**config.mk**
```make
export PLATFORM = sky130hd
export DESIGN_NAME = ysyx_22041211_lsu_wb
export DESIGN_NICKNAME = d
export VERILOG_FILES = /design/src/rtl/ysyx_22041211_lsu_wb.sv
export SDC_FILE = /design/constraint.sdc
export NUM_CORES = 1
export LEC_CHECK = 0
export CAP_MARGIN = 40
export CELL_PAD_IN_SITES_DETAIL_PLACEMENT = 0
export CELL_PAD_IN_SITES_GLOBAL_PLACEMENT = 1
export CORE_MARGIN = 2
export CORE_UTILIZATION = 35
export DETAILED_ROUTE_END_ITERATION = 12
export HOLD_SLACK_MARGIN = 0.03
export MAX_ROUTING_LAYER = met4
export PLACE_DENSITY = 0.89
export SYNTH_ARGS = -nofsm -noshare
export SYNTH_HDL_FRONTEND = slang
export SYNTH_SLANG_ARGS = --single-unit
```
**constraint.sdc**
```tcl
create_clock -name clk -period 2.82 [get_ports clk]
set_clock_uncertainty 0.2 [all_clocks]
set_input_delay 0.705 -clock clk [delete_from_list [all_inputs] [get_ports clk]]
set_output_delay 0.705 -clock clk [all_outputs]
set_load 0.02 [all_outputs]
```
**src/rtl/ysyx_22041211_lsu_wb.sv**
```systemverilog
// Memory-access / writeback stage: one instruction in flight, valid/ready memory bus, registered outputs.
// Optional misaligned-access trap enabled by defining YSYX_22041211_LSU_MISALIGN_CHECK_EN.
module ysyx_22041211_lsu_wb #(
    parameter int unsigned DATA_WIDTH = 32,
    parameter int unsigned ADDR_WIDTH = 32
) (
    input  logic                  clk,
    input  logic                  rst,
    input  logic                  in_valid,
    output logic                  in_ready,
    input  logic                  in_is_load,
    input  logic                  in_is_store,
    input  logic [2:0]            in_funct3,
    input  logic [ADDR_WIDTH-1:0] in_addr,
    input  logic [DATA_WIDTH-1:0] in_store_data,
    input  logic [4:0]            in_rd,
    input  logic                  in_reg_write,
    output logic                  mem_req_valid,
    input  logic                  mem_req_ready,
    output logic [ADDR_WIDTH-1:0] mem_req_addr,
    output logic                  mem_req_wen,
    output logic [DATA_WIDTH-1:0] mem_req_wdata,
    output logic [3:0]            mem_req_wmask,
    input  logic                  mem_resp_valid,
    input  logic [DATA_WIDTH-1:0] mem_resp_rdata,
    output logic                  wb_valid,
    output logic [4:0]            wb_rd,
    output logic [DATA_WIDTH-1:0] wb_wdata,
    output logic                  wb_reg_write,
    output logic                  misalign
);

    typedef enum logic [1:0] {IDLE, REQ, WAIT, WB} state_t;

    state_t state_q, next_state;

    logic                  op_is_load, op_is_store;
    logic [2:0]            op_funct3;
    logic [ADDR_WIDTH-1:0] op_addr;
    logic [DATA_WIDTH-1:0] op_store_data;
    logic [4:0]            op_rd;
    logic                  capture;

    logic                  src_is_load, src_is_store;
    logic [2:0]            src_funct3;
    logic [ADDR_WIDTH-1:0] src_addr;
    logic [DATA_WIDTH-1:0] src_data;
    logic [3:0]            lane_mask;
    logic [DATA_WIDTH-1:0] lane_wdata;
    logic [DATA_WIDTH-1:0] load_shift, load_ext;

    logic                  in_ready_d, req_valid_d, req_wen_d, wb_valid_d, wb_rw_d;
    logic [ADDR_WIDTH-1:0] req_addr_d;
    logic [DATA_WIDTH-1:0] req_wdata_d, wb_wdata_d;
    logic [3:0]            req_wmask_d;
    logic [4:0]            wb_rd_d;

`ifdef YSYX_22041211_LSU_MISALIGN_CHECK_EN
    logic mis_c, misalign_d;
    always_comb begin
        mis_c = ((in_funct3[1:0] == 2'b01) && in_addr[0])
             || ((in_funct3[1:0] == 2'b10) && (in_addr[1:0] != 2'b00));
    end
`else
    assign misalign = 1'b0;
`endif

    // Request source: live inputs when issuing from IDLE, latched fields while holding in REQ.
    always_comb begin
        if (state_q == IDLE) begin
            src_is_load  = in_is_load;
            src_is_store = in_is_store;
            src_funct3   = in_funct3;
            src_addr     = in_addr;
            src_data     = in_store_data;
        end else begin
            src_is_load  = op_is_load;
            src_is_store = op_is_store;
            src_funct3   = op_funct3;
            src_addr     = op_addr;
            src_data     = op_store_data;
        end
    end

    // Store byte lanes; mask bits shifted past bit 3 fall off.
    always_comb begin
        case (src_funct3[1:0])
            2'b00: begin
                lane_mask  = 4'(4'b0001 << src_addr[1:0]);
                lane_wdata = DATA_WIDTH'({4{src_data[7:0]}});
            end
            2'b01: begin
                lane_mask  = 4'(4'b0011 << src_addr[1:0]);
                lane_wdata = DATA_WIDTH'({2{src_data[15:0]}});
            end
            default: begin
                lane_mask  = 4'b1111;
                lane_wdata = src_data;
            end
        endcase
    end

    // Load lane select and extension.
    always_comb begin
        load_shift = mem_resp_rdata >> {op_addr[1:0], 3'b000};
        case (op_funct3)
            3'b000:  load_ext = {{(DATA_WIDTH-8){load_shift[7]}}, load_shift[7:0]};
            3'b001:  load_ext = {{(DATA_WIDTH-16){load_shift[15]}}, load_shift[15:0]};
            3'b100:  load_ext = {{(DATA_WIDTH-8){1'b0}}, load_shift[7:0]};
            3'b101:  load_ext = {{(DATA_WIDTH-16){1'b0}}, load_shift[15:0]};
            default: load_ext = load_shift;
        endcase
    end

    // Next state and next-cycle output values.
    always_comb begin
        next_state  = state_q;
        capture     = 1'b0;
        in_ready_d  = 1'b0;
        req_valid_d = 1'b0;
        req_addr_d  = '0;
        req_wen_d   = 1'b0;
        req_wdata_d = '0;
        req_wmask_d = '0;
        wb_valid_d  = 1'b0;
        wb_rd_d     = '0;
        wb_wdata_d  = '0;
        wb_rw_d     = 1'b0;
`ifdef YSYX_22041211_LSU_MISALIGN_CHECK_EN
        misalign_d  = 1'b0;
`endif
        case (state_q)
            IDLE: begin
                if (in_valid && in_ready) begin
                    capture = 1'b1;
                    if (in_is_load || in_is_store) begin
                        next_state = REQ;
`ifdef YSYX_22041211_LSU_MISALIGN_CHECK_EN
                        if (mis_c) begin
                            next_state = WB;
                            wb_valid_d = 1'b1;
                            wb_rd_d    = in_rd;
                            misalign_d = 1'b1;
                        end
`endif
                    end else begin
                        next_state = WB;
                        wb_valid_d = 1'b1;
                        wb_rd_d    = in_rd;
                        wb_wdata_d = DATA_WIDTH'(in_addr);
                        wb_rw_d    = in_reg_write && (in_rd != 5'd0);
                    end
                end else begin
                    in_ready_d = 1'b1;
                end
            end
            REQ: begin
                if (mem_req_valid && mem_req_ready) next_state = WAIT;
            end
            WAIT: begin
                if (mem_resp_valid) begin
                    next_state = WB;
                    wb_valid_d = 1'b1;
                    wb_rd_d    = op_rd;
                    if (op_is_load) begin
                        wb_wdata_d = load_ext;
                        wb_rw_d    = (op_rd != 5'd0);
                    end
                end
            end
            WB: begin
                next_state = IDLE;
                in_ready_d = 1'b1;
            end
            default: next_state = IDLE;
        endcase
        if (next_state == REQ) begin
            req_valid_d = 1'b1;
            req_addr_d  = {src_addr[ADDR_WIDTH-1:2], 2'b00};
            req_wen_d   = src_is_store && !src_is_load;
            req_wdata_d = lane_wdata;
            req_wmask_d = lane_mask;
        end
    end

    // State, latched instruction and registered outputs.
    always_ff @(posedge clk) begin
        if (rst) begin
            state_q       <= IDLE;
            op_is_load    <= 1'b0;
            op_is_store   <= 1'b0;
            op_funct3     <= '0;
            op_addr       <= '0;
            op_store_data <= '0;
            op_rd         <= '0;
            in_ready      <= 1'b0;
            mem_req_valid <= 1'b0;
            mem_req_addr  <= '0;
            mem_req_wen   <= 1'b0;
            mem_req_wdata <= '0;
            mem_req_wmask <= '0;
            wb_valid      <= 1'b0;
            wb_rd         <= '0;
            wb_wdata      <= '0;
            wb_reg_write  <= 1'b0;
`ifdef YSYX_22041211_LSU_MISALIGN_CHECK_EN
            misalign      <= 1'b0;
`endif
        end else begin
            state_q       <= next_state;
            if (capture) begin
                op_is_load    <= in_is_load;
                op_is_store   <= in_is_store;
                op_funct3     <= in_funct3;
                op_addr       <= in_addr;
                op_store_data <= in_store_data;
                op_rd         <= in_rd;
            end
            in_ready      <= in_ready_d;
            mem_req_valid <= req_valid_d;
            mem_req_addr  <= req_addr_d;
            mem_req_wen   <= req_wen_d;
            mem_req_wdata <= req_wdata_d;
            mem_req_wmask <= req_wmask_d;
            wb_valid      <= wb_valid_d;
            wb_rd         <= wb_rd_d;
            wb_wdata      <= wb_wdata_d;
            wb_reg_write  <= wb_rw_d;
`ifdef YSYX_22041211_LSU_MISALIGN_CHECK_EN
            misalign      <= misalign_d;
`endif
        end
    end

endmodule
```
==> summary.md <==
| Metric | Value |
|---|---|
| Adder-cell share of the synthesized area | `0.006662` |
| Total grt overflow | `0` |
| Buffers inserted by post-CTS timing repair | `0` |
| Sequential share of power | `0.347` |
| Synth Area in XOR/XNOR | `0.001166` |
| Synth Instances | `813` |
| Clock power share | `0.299` |
| Slew headroom | `0.4911` |
| Distinct cells, synth | `48` |
| Pwr Density | `833.1 nW/um^2` |
| Core area | `21,020 sq um` |
| Final Hold Viols | `0` |
| # setup viols final | `0` |
| Hold WC Path Type | `register to register` |
| Cells along the critical path | `clkdlybuf4s50_1` |
| Worst-Skew Late Latency | `0.42 ns` |
| Endpoint type of the worst setup path | `output pin` |
| RD Place Congestion | `0.8283` |
| Total net switching power | `0.002982 W` |
| Hold path depth | `2` |
| CTS root buf | `clkbuf_16` |
| Synthesized-area fraction occupied by and/or/nand/nor cells | `0.1501` |
| Register area share after synthesis | `0.4903` |
| Number of synthesized register bits | `184` |
| Proportion of layout cells with a drive suffix above 1 | `0.09473` |
| Routed Antenna Nets | `0` |
| Status | `complete, no violations` |
| Clock Path Buffers | `2` |
| FILL cells | `1,903` |
| Final #Nets | `1,128` |
| First-pass GRT wire length | `35.07 mm` |
| Ant diodes | `0` |
| Lkg Pwr | `4.178 nW` |
| Max-Cap Viols | `0` |
| Avg WL per Cell | `17.61 microns` |
| # clock sinks | `184` |
| Io pins | `223` |
| Critical path arrival | `1.52 ns` |
| Synth Area in Compound Gates | `0.1487` |
| Worst Path Max Fanout | `5` |
| Drt initial violations | `345` |
| Hpwl dp | `16.22 mm` |
| Die X | `150.5 microns` |
| Warning count from the yosys run | `0` |
| Register cell area after layout | `3684 sq um` |
| Largest net degree at the start of global routing | `69` |
| Die Area | `22,650 sq um` |
| Pint | `0.005959 W` |
| Kind of critical path | `register to output pin` |
| Tcrit/Tclk final | `0.8598` |
| Total negative setup slack | `0 ns` |
| Area growth, synth to finish | `42.85%` |
| Clock slew seen by the registers of the worst setup and hold paths | `0.07 ns` |
| EDFF count, synth | `0` |
| Slowest cell on the critical path | `clkdlybuf4s50_1` |
| Die height | `150.5 microns` |
| Cell depth of the worst flop-to-flop path | `6` |
| Comb power frac | `0.354` |
| Hold buffers post-CTS | `0` |
| Initial Util | `0.3574` |
| DRC | `0` |
| CP peak stage delay | `0.65 ns` |
| Antenna violations before repair | `0` |
| RSZ-0062 raised after global routing | `no` |
| Number of global-route vias before repair | `6,345` |
| Fmax achieved | `412.4 MHz` |
| Max IR drop VDD | `491.4 uV` |
| Input/output buffers | `219` |
| Final design utilization | `0.5105` |
| Via count | `6,463` |
| Critical path depth | `1` |
| Total GRT Usage | `0.2087` |
| Total design power | `0.008940 W` |
| Final Max Slew Viols | `0` |
| Kind of start point of the critical path | `register` |
| Pin slew with the least headroom to its limit | `0.7633 ns` |
| Hold_ws | `0.2537 ns` |
| H-tree depth | `4` |
| Mux contribution to synthesized area | `0.1576` |
| WP buf/inv | `1` |
| Via/cell ratio | `4.975` |
| Syn avg cell area | `9.240 sq um` |
| Cts repair resizes | `0` |
| CTS buffer count | `17` |
| Fraction of registers with async set/reset | `0` |
| Total iterations of the first detailed-routing run | `5` |
| TritonCTS clock tree | `done` |
| Multi-input logic area | `3551 sq um` |
| Sw frac | `0.3335` |
| Cell Area, Synth | `7512 sq um` |
| Fin crit period | `2.425 ns` |
| Post-synth top flop | `dfxtp_1` |
| Largest family of logic cells by synthesized area | `multiplexers` |
| Rows | `53` |
| Total Wirelength | `22.88 mm` |
| CP top delay family | `buffers and inverters` |
| WP data required | `1.91 ns` |
## synth_stat cells, types with 13 or more instances
cell type	count	area (sq um)
nand2_1	159	596.8
clkbuf_1	36	135.1
o21ai_0	18	90.09
mux2i_1	80	800.8
mux2_2	18	202.7
nor2_1	82	307.8
buf_2	15	75.07
a22oi_1	13	97.59
dfxtp_1	184	3684
a21oi_1	91	455.4
a221o_1	16	160.2
a211oi_1	25	187.7
## registers in the layout, summed over array words and instances (netlist names), 2 cells and up
name and flops:
mem_req_wmask 4, state_q 2, mem_req_addr 30, wb_wdata 32
op_rd 5, op_funct3 3, op_addr 32, wb_rd 5
mem_req_wdata 32, op_store_data 32
## worst paths after layout
path,startpoint,end,slack [ns]
min reg2reg,op_store_data[16],op_store_data[16],0.25
max reg2reg,state_q[0],mem_req_wmask[2],0.56
max,in_ready,in_ready,0.40
min,op_store_data[16],op_store_data[16],0.25
## cell type report
class / count / area share
Tap cell: 275 / 0.03206
Multi-Input combinational cell: 558 / 0.3309
Sequential cell: 184 / 0.3432
Clock inverter: 10 / 0.01772
Timing Repair Buffer: 245 / 0.2302
Inverter: 6 / 0.002099
Clock buffer: 21 / 0.04384
## layer usage
| layer | up-vias | GRT usage | part of all wire |
|---|---|---|---|
| li1 | 3201 | - | - |
| met1 | 3057 | 0.2669 | 0.44 |
| met2 | 168 | 0.3327 | 0.49 |
| met3 | 37 | 0.03697 | 0.043 |
| met4 | 0 | 0.07358 | 0.025 |
| met5 | - | - | 0 |
## power by group through the flow
stage | clock, W | sequential, W | combinational, W
floorplan | 0 | 0.00332 | 0.00184
global placement | 0 | 0.00315 | 0.00314
detailed placement | 0 | 0.00316 | 0.00317
CTS | 0.00271 | 0.00310 | 0.00319
global route | 0.00283 | 0.00314 | 0.00342
finish | 0.00267 | 0.00310 | 0.00316
## per-stage QoR
| step | instance area, sq um | worst slack [ns] | cells |
|---|---|---|---|
| after floorplan | 7520 | 0.6029 | 815 |
| after global placement | 10070 | 0.1477 | 1268 |
| after detailed placement | 10070 | 0.1089 | 1268 |
| after CTS | 10730 | 0.3767 | 1299 |
| after global routing | 10730 | 0.3322 | 1299 |
| final | 10730 | 0.3952 | 1299 |
## placed cells by master (no fill, tap or decap), types with 3 or more instances in the layout
cell	count
clkdlybuf4s50_1	218
dfxtp_1	184
nand2_1	159
a21oi_1	91
nor2_1	82
mux2i_1	80
a211oi_1	25
buf_4	19
o21ai_0	18
mux2_2	18
clkbuf_16	17
a221o_1	16
a22oi_1	13
mux4_2	8
nand3b_1	7
buf_12	7
inv_1	6
bufinv_16	5
ha_1	3
conb_1	3
clkbuf_8	3
## tightest hold or removal path, delay by kind of cell, from the launching register on
| family | cells | cell delay, ns |
|---|---|---|
| flops | 1 | 0.31 |
| simple gates | 1 | 0.05 |
| compound gates | 1 | 0.05 |
## cells by family (layout without fill, tap and decap cells)
group,after synthesis,in the layout
AOI/OAI and AO/OA,176,176
xor gates and xnor gates,1,1
adders and majority gates,4,4
buffers and inverters,73,282
DFF,184,184
muxes,106,106
other,1,3
and+or+nand+nor,268,268
(Power assumes the default switching activity.)
